## config.mk

```make
export PLATFORM = sky130hd
export DESIGN_NAME = wb_mem_arb
export DESIGN_NICKNAME = d
export VERILOG_FILES = /design/src/rtl/wb_mem_arb.sv
export SDC_FILE = /design/constraint.sdc
export NUM_CORES = 1
export LEC_CHECK = 0
export ABC_AREA = 1
export BUFFER_PORTS_ARGS = -buffer_cell sky130_fd_sc_hd__buf_2
export CAP_MARGIN = 20
export CORE_AREA = 2 2 96 98
export DETAILED_ROUTE_END_ITERATION = 10
export DIE_AREA = 0 0 98 100
export PLACE_DENSITY_LB_ADDON = 0.05
export SETUP_SLACK_MARGIN = 0.05
export SLEW_MARGIN = 10
export SYNTH_ARGS = -nofsm -noshare
export SYNTH_HDL_FRONTEND = slang
export SYNTH_SLANG_ARGS = --single-unit
```

## constraint.sdc

```tcl
create_clock -name clk_i -period 2.39 [get_ports clk_i]
set_input_delay 0.239 -clock clk_i [delete_from_list [all_inputs] [get_ports clk_i]]
set_output_delay 0.239 -clock clk_i [all_outputs]
set_load 0.05 [all_outputs]
```

## src/rtl/wb_mem_arb.sv

```systemverilog
// Two-master Wishbone arbiter sharing one memory port, with one idle cycle between grants.
// Define WB_ARB_TIMEOUT_EN to build the stalled-strobe watchdog; otherwise the err outputs are tied low.
module wb_mem_arb #(
  parameter int AW      = 10,
  parameter int TIMEOUT = 15
) (
  input  logic          clk_i,
  input  logic          rst_i,

  input  logic          m0_cyc_i,
  input  logic          m0_stb_i,
  input  logic [AW-1:0] m0_adr_i,
  input  logic          m0_we_i,
  input  logic [31:0]   m0_dat_i,
  input  logic [3:0]    m0_sel_i,
  output logic          m0_ack_o,
  output logic          m0_err_o,
  output logic [31:0]   m0_dat_o,

  input  logic          m1_cyc_i,
  input  logic          m1_stb_i,
  input  logic [AW-1:0] m1_adr_i,
  input  logic          m1_we_i,
  input  logic [31:0]   m1_dat_i,
  input  logic [3:0]    m1_sel_i,
  output logic          m1_ack_o,
  output logic          m1_err_o,
  output logic [31:0]   m1_dat_o,

  output logic          s_cyc_o,
  output logic          s_stb_o,
  output logic          s_we_o,
  output logic [AW-1:0] s_adr_o,
  output logic [31:0]   s_dat_o,
  output logic [3:0]    s_sel_o,
  input  logic          s_ack_i,
  input  logic [31:0]   s_dat_i
);

  typedef enum logic [1:0] {IDLE, GNT0, GNT1} state_t;

  state_t state;
  logic   last;
  logic   gnt0;
  logic   gnt1;
  logic   stb_raw;
  logic   tmo;

  assign gnt0 = (state == GNT0);
  assign gnt1 = (state == GNT1);

  // On a tie the master not recorded in last wins; last tracks every grant.
  always_ff @(posedge clk_i) begin
    if (rst_i) begin
      state <= IDLE;
      last  <= 1'b1;
    end else begin
      case (state)
        IDLE: begin
          if (m0_cyc_i && m1_cyc_i) begin
            if (last) begin
              state <= GNT0;
              last  <= 1'b0;
            end else begin
              state <= GNT1;
              last  <= 1'b1;
            end
          end else if (m0_cyc_i) begin
            state <= GNT0;
            last  <= 1'b0;
          end else if (m1_cyc_i) begin
            state <= GNT1;
            last  <= 1'b1;
          end
        end
        GNT0: if (!m0_cyc_i) state <= IDLE;
        GNT1: if (!m1_cyc_i) state <= IDLE;
        default: state <= IDLE;
      endcase
    end
  end

  always_comb begin
    s_cyc_o = 1'b0;
    stb_raw = 1'b0;
    s_we_o  = 1'b0;
    s_sel_o = 4'h0;
    s_adr_o = '0;
    s_dat_o = 32'h0;
    case (state)
      GNT0: begin
        s_cyc_o = m0_cyc_i;
        stb_raw = m0_cyc_i & m0_stb_i;
        s_we_o  = m0_we_i;
        s_sel_o = m0_sel_i;
        s_adr_o = m0_adr_i;
        s_dat_o = m0_dat_i;
      end
      GNT1: begin
        s_cyc_o = m1_cyc_i;
        stb_raw = m1_cyc_i & m1_stb_i;
        s_we_o  = m1_we_i;
        s_sel_o = m1_sel_i;
        s_adr_o = m1_adr_i;
        s_dat_o = m1_dat_i;
      end
      default: ;
    endcase
  end

  // A timed-out strobe is withheld from the slave for the error cycle.
  assign s_stb_o  = stb_raw & ~tmo;
  assign m0_ack_o = gnt0 & s_ack_i;
  assign m1_ack_o = gnt1 & s_ack_i;
  assign m0_dat_o = s_dat_i;
  assign m1_dat_o = s_dat_i;

`ifdef WB_ARB_TIMEOUT_EN
  localparam int CW = ($clog2(TIMEOUT + 1) > 5) ? $clog2(TIMEOUT + 1) : 5;

  logic [CW-1:0] wd_cnt;

  // An ack in the same cycle as the limit wins, so the limit check excludes s_ack_i.
  assign tmo = stb_raw & ~s_ack_i & (wd_cnt == CW'(TIMEOUT));

  always_ff @(posedge clk_i) begin
    if (rst_i || state == IDLE || s_ack_i || tmo) begin
      wd_cnt <= '0;
    end else if (s_stb_o) begin
      wd_cnt <= wd_cnt + 1'b1;
    end
  end

  assign m0_err_o = gnt0 & tmo;
  assign m1_err_o = gnt1 & tmo;
`else
  assign tmo      = 1'b0;
  assign m0_err_o = 1'b0;
  assign m1_err_o = 1'b0;
`endif

endmodule

```

* Yosys cells after proc, flatten, opt, wreduce, memory -nomap -nowiden
Index checks and enable logic that the tools add are counted.
Storage, ports and cells: bits in registers 3, logic and storage cells 33
Cells by class: eq/ne operators 5, muxes and demuxes 17, bitwise logic cells 4, reduce and logical (&&, ||, !) cells 5
Operators by type and width (number):
- $pmux 32 s2 | 1
- $pmux 10 s2 | 1
- $mux 2 | 6
- $pmux 4 s2 | 1
- $pmux 1 s2 | 3
- $pmux 2 s3 | 1
- $and 1x1->1 | 4
- $mux 1 | 4
- $ne 2x2->1 const B | 2
- $ne 4x4->1 const B | 1
- $reduce_and 3->1 | 1
- $reduce_bool 3->1 | 1
- $eq 2x1->1 const B | 1
- $eq 2x2->1 const B | 1
- $logic_not 2->1 | 1
- $reduce_and 2->1 | 1
- $logic_and 1x1->1 | 1

* Logic depth before layout (Yosys ltp)
word-level depth 4, gate-level depth with buffers 9, mapped depth without buffers 8

* Least setup slack after synthesis
No wires, ideal clock.
path kind reg-to-output, start point register state[0], end point output s_dat_o[12], data arrival time 1794 ps, data required time 2151 ps, slack 357 ps, stages on the path, launching flop included 7, path buffers 2, cells stage by stage dfxtp_1 -> inv_1 -> ha_1 -> inv_1 -> buf_2 -> buf_2 -> a21oi_1
On the way: longest elaborated chain between the ends 2, elaborated cells between the ends (all ways) 3
Ends and longest elaborated chain:
- start: declaration | RTL line 42 | state_t state;
- start signal: assignment | RTL line 55 | state <= IDLE;
- start signal: assignment | RTL line 62 | state <= GNT0;
- start signal: assignment | RTL line 65 | state <= GNT1;
- $eq 2x2->1 / $eq 2x1->1 (equally long branches) | RTL line 90 | case (state)
- $pmux 32 s2 (*) | RTL line 90
- end: declaration | RTL line 34 | output logic [31:0] s_dat_o,
Every way passes the cells marked *; elsewhere a longest branch is shown, timed or not.

* Final worst setup path
start point register state[0], end point output s_dat_o[25]
Same word-level chain as after synthesis.

==> flow_summary.ini <==
[logic_synthesis]
synth_fa_ha_area_frac = 0.02613
synth_flop_cell = dfxtp_1
synth_common_cells = nand2_1 (105), buf_4 (68), a21oi_1 (52)
synth_top_area_share = 0.3554
synthXorXnorAreaFrac = 0
ys_ff_latch = 3
ys_types = 15
ys_async_sr_fraction = 0
syn_inst = 264
yosys-top-cells-area = buf_4 (36%), nand2_1 (27%), a21oi_1 (18%), dfxtp_1 (4.2%), buf_2 (2.8%)
synth_compound_area_frac = 0.1847
yosysWarningCount = 0
synthMostInstantiatedCell = nand2_1
synth_top_area_cell = buf_4
synth_edf_count = 0
synth_top_family_by_area = buffers and inverters
synth.area.mux_share = 0
avgSynthCellArea_um2 = 5.441
netlist_area_mm2 = 0.001436
synthSimpleGateAreaFrac = 0.2962
seq_area_frac_synth = 0.04181

[setup_path]
crit_path_max_fanout = 32
worstRegToRegCells = 9
crit_top_cell = inv_1
end_kind = output pin
cp.required_ns = 2.15
rrSetupSlack_ns = 0.95
path_cells = inv_1, ha_1, inv_1, buf_4, a21oi_1, buf_2
path_buf_inv = 4
critPathMaxStageDelay_ns = 0.36
cp-start-kind = register
r2r_start = state[1]$_SDFFE_PP0P_
cp_top_family = buffers and inverters
critPathSlowestCell = dfxtp_1
cp.arrival_ns = 1.68
crit_type = reg -> out
r2r-end = state[1]$_SDFFE_PP0P_

[die]
coreArea_mm2 = 0.008890
start_util = 0.1616
row_count = 35
dieArea_mm2 = 0.009800
die_h_um = 100
pin_count = 250
die_w_um = 98

[cts]
insertion_delay_ns = 0.21
cts-root-buf = clkbuf_8
ctsResizeCount = 0
clock_tree.buffer_depth = 2
cts_tree = built
cts_made_buffers = 3
post_cts_buffers = 0
htreeDepth = 1
clock_sinks = 3
cts.clk_slew.worst_paths_ns = 0.03
holdBufCountCts = 0

[worst_hold_path]
whs_path_depth = 2
min_to = state[0]$_SDFFE_PP0P_
min_from = rst_i
worstHoldPathType = in -> reg

[sta]
report.final.hold_viol_count = 0
finalSetupTns_ns = 0
fin_crit_sh = 0.8050
worst_clock_skew_ns = 0.0004459
post-route-min-period_ns = 1.924
setup_viol = 0
drv_slew = 0
fmax_ghz = 0.5198
holdWs_ns = 0.2184
rsz0062_at_grt = false

[global_route]
grt_overflow = 0
grt_pass1_wl_mm = 7.886
grt_usage = 0.09724
antenna_found_initial = 0
grt_pass1_vias = 1549
grt_max_degree = 34

[power]
pwr_density_cell_mw_per_mm2 = 436.4
peakVddDrop_mv = 0.2471
p_leak_nw = 0.9771

[placement]
routabilityCongestion = 0.7238
dp_cells = 450
dp_hpwl_mm = 4.133
portBuffers = 151

[routing]
wl_mm = 5.324
first_pass_iters = 4
ant_nets = 0
vias_per_cell = 3.885
route.vias.total = 1764
drt_iter0_drc = 44
drc_errors = 0
post_drt_wl_per_cell_um = 11.73

[final_layout]
drive_gt1_frac = 0.4752
fin_cells = 454
syn_to_final_growth_pct = 26.65
layout.nets = 480
fillers = 1107
final_util = 0.2046
antennaDiodeCount = 0

[job]
cap_violations = 0

[outcome]
outcome = completed
==> cells in the final DEF (no fill, tap or decap), drive strengths merged <==
| cell type | Yosys | final |
|---|---|---|
| ha | 3 | 3 |
| o21ai | 1 | 1 |
| conb | 1 | 2 |
| buf | 80 | 157 |
| dfxtp | 3 | 3 |
| a21oi | 52 | 52 |
| inv | 9 | 9 |
| nand3 | 4 | 4 |
| nor2 | 3 | 3 |
| nand2 | 105 | 105 |
| clkbuf | 3 | 4 |
==> layer usage <==
metal,vias up,routed length (µm),global-route usage,share of wire
li1,914,-,-,-
met1,757,2027,0.1116,0.38
met2,79,2826,0.1839,0.53
met3,14,397,0.02159,0.075
met4,0,73,0.02137,0.014
met5,-,0,0,0
==> per-stage QoR <==
step,cell area (µm²),worst slack [ns],power (mW)
2_1_floorplan,1440,0.3573,0.7711
6_report,1819,0.4660,0.7939
5_1_grt,1819,0.2935,0.8663
3_3_place_gp,1774,0.6545,0.6674
4_1_cts,1819,0.4320,0.8128
3_5_place_dp,1774,0.6691,0.6604
==> layout make-up <==
| class | instances | area (µm²) | area share |
|---|---|---|---|
| Sequential cell | 3 | 60.06 | 0.03301 |
| Tap cell | 111 | 138.9 | 0.07634 |
| Clock buffer | 4 | 45.04 | 0.02476 |
| Inverter | 9 | 33.78 | 0.01857 |
| Timing Repair Buffer | 157 | 800.8 | 0.4402 |
| Multi-Input combinational cell | 170 | 740.7 | 0.4072 |
==> worst max path at each step <==
stage | cells after the start | end | startpoint | slack (ns)
2_1_floorplan | 6 | s_dat_o[12] | state[0]$_SDFFE_PP0P_ | 0.36
3_3_place_gp | 8 | s_cyc_o | state[1]$_SDFFE_PP0P_ | 0.65
3_5_place_dp | 6 | s_dat_o[25] | state[0]$_SDFFE_PP0P_ | 0.67
4_1_cts | 6 | s_dat_o[25] | state[0]$_SDFFE_PP0P_ | 0.43
5_1_grt | 8 | s_cyc_o | state[1]$_SDFFE_PP0P_ | 0.29
6_report | 6 | s_dat_o[25] | state[0]$_SDFFE_PP0P_ | 0.47
==> sequential cells by signal (all words and copies together) (netlist names) <==
name and flops:
last 1, state 2
==> where the power goes <==
| group | switching, mW | internal [mW] | total (mW) |
|---|---|---|---|
| sequential | 0.00405 | 0.0572 | 0.0612 |
| combinational | 0.423 | 0.163 | 0.586 |
| clock | 0.0331 | 0.114 | 0.147 |
| total | 0.460 | 0.334 | 0.794 |
==> cell families (layout without fill, tap and decap cells) <==
| kind of cell | count (synthesis) | count (layout) |
|---|---|---|
| other cells | 1 | 2 |
| compound gates | 53 | 53 |
| simple gates | 112 | 112 |
| buf+inv | 92 | 170 |
| fa+ha+maj | 3 | 3 |
| flops | 3 | 3 |
==> worst register-to-register path: stages (launching register included) <==
cell	delay [ns]
dfxtp_1	0.32
inv_1	0.08
ha_2	0.17
buf_4	0.33
nand2_1	0.09
nand2_1	0.09
inv_2	0.05
nand2_1	0.08
nand2_1	0.05
a21oi_1	0.12
No activity file was read; power rests on OpenSTA's default activity.
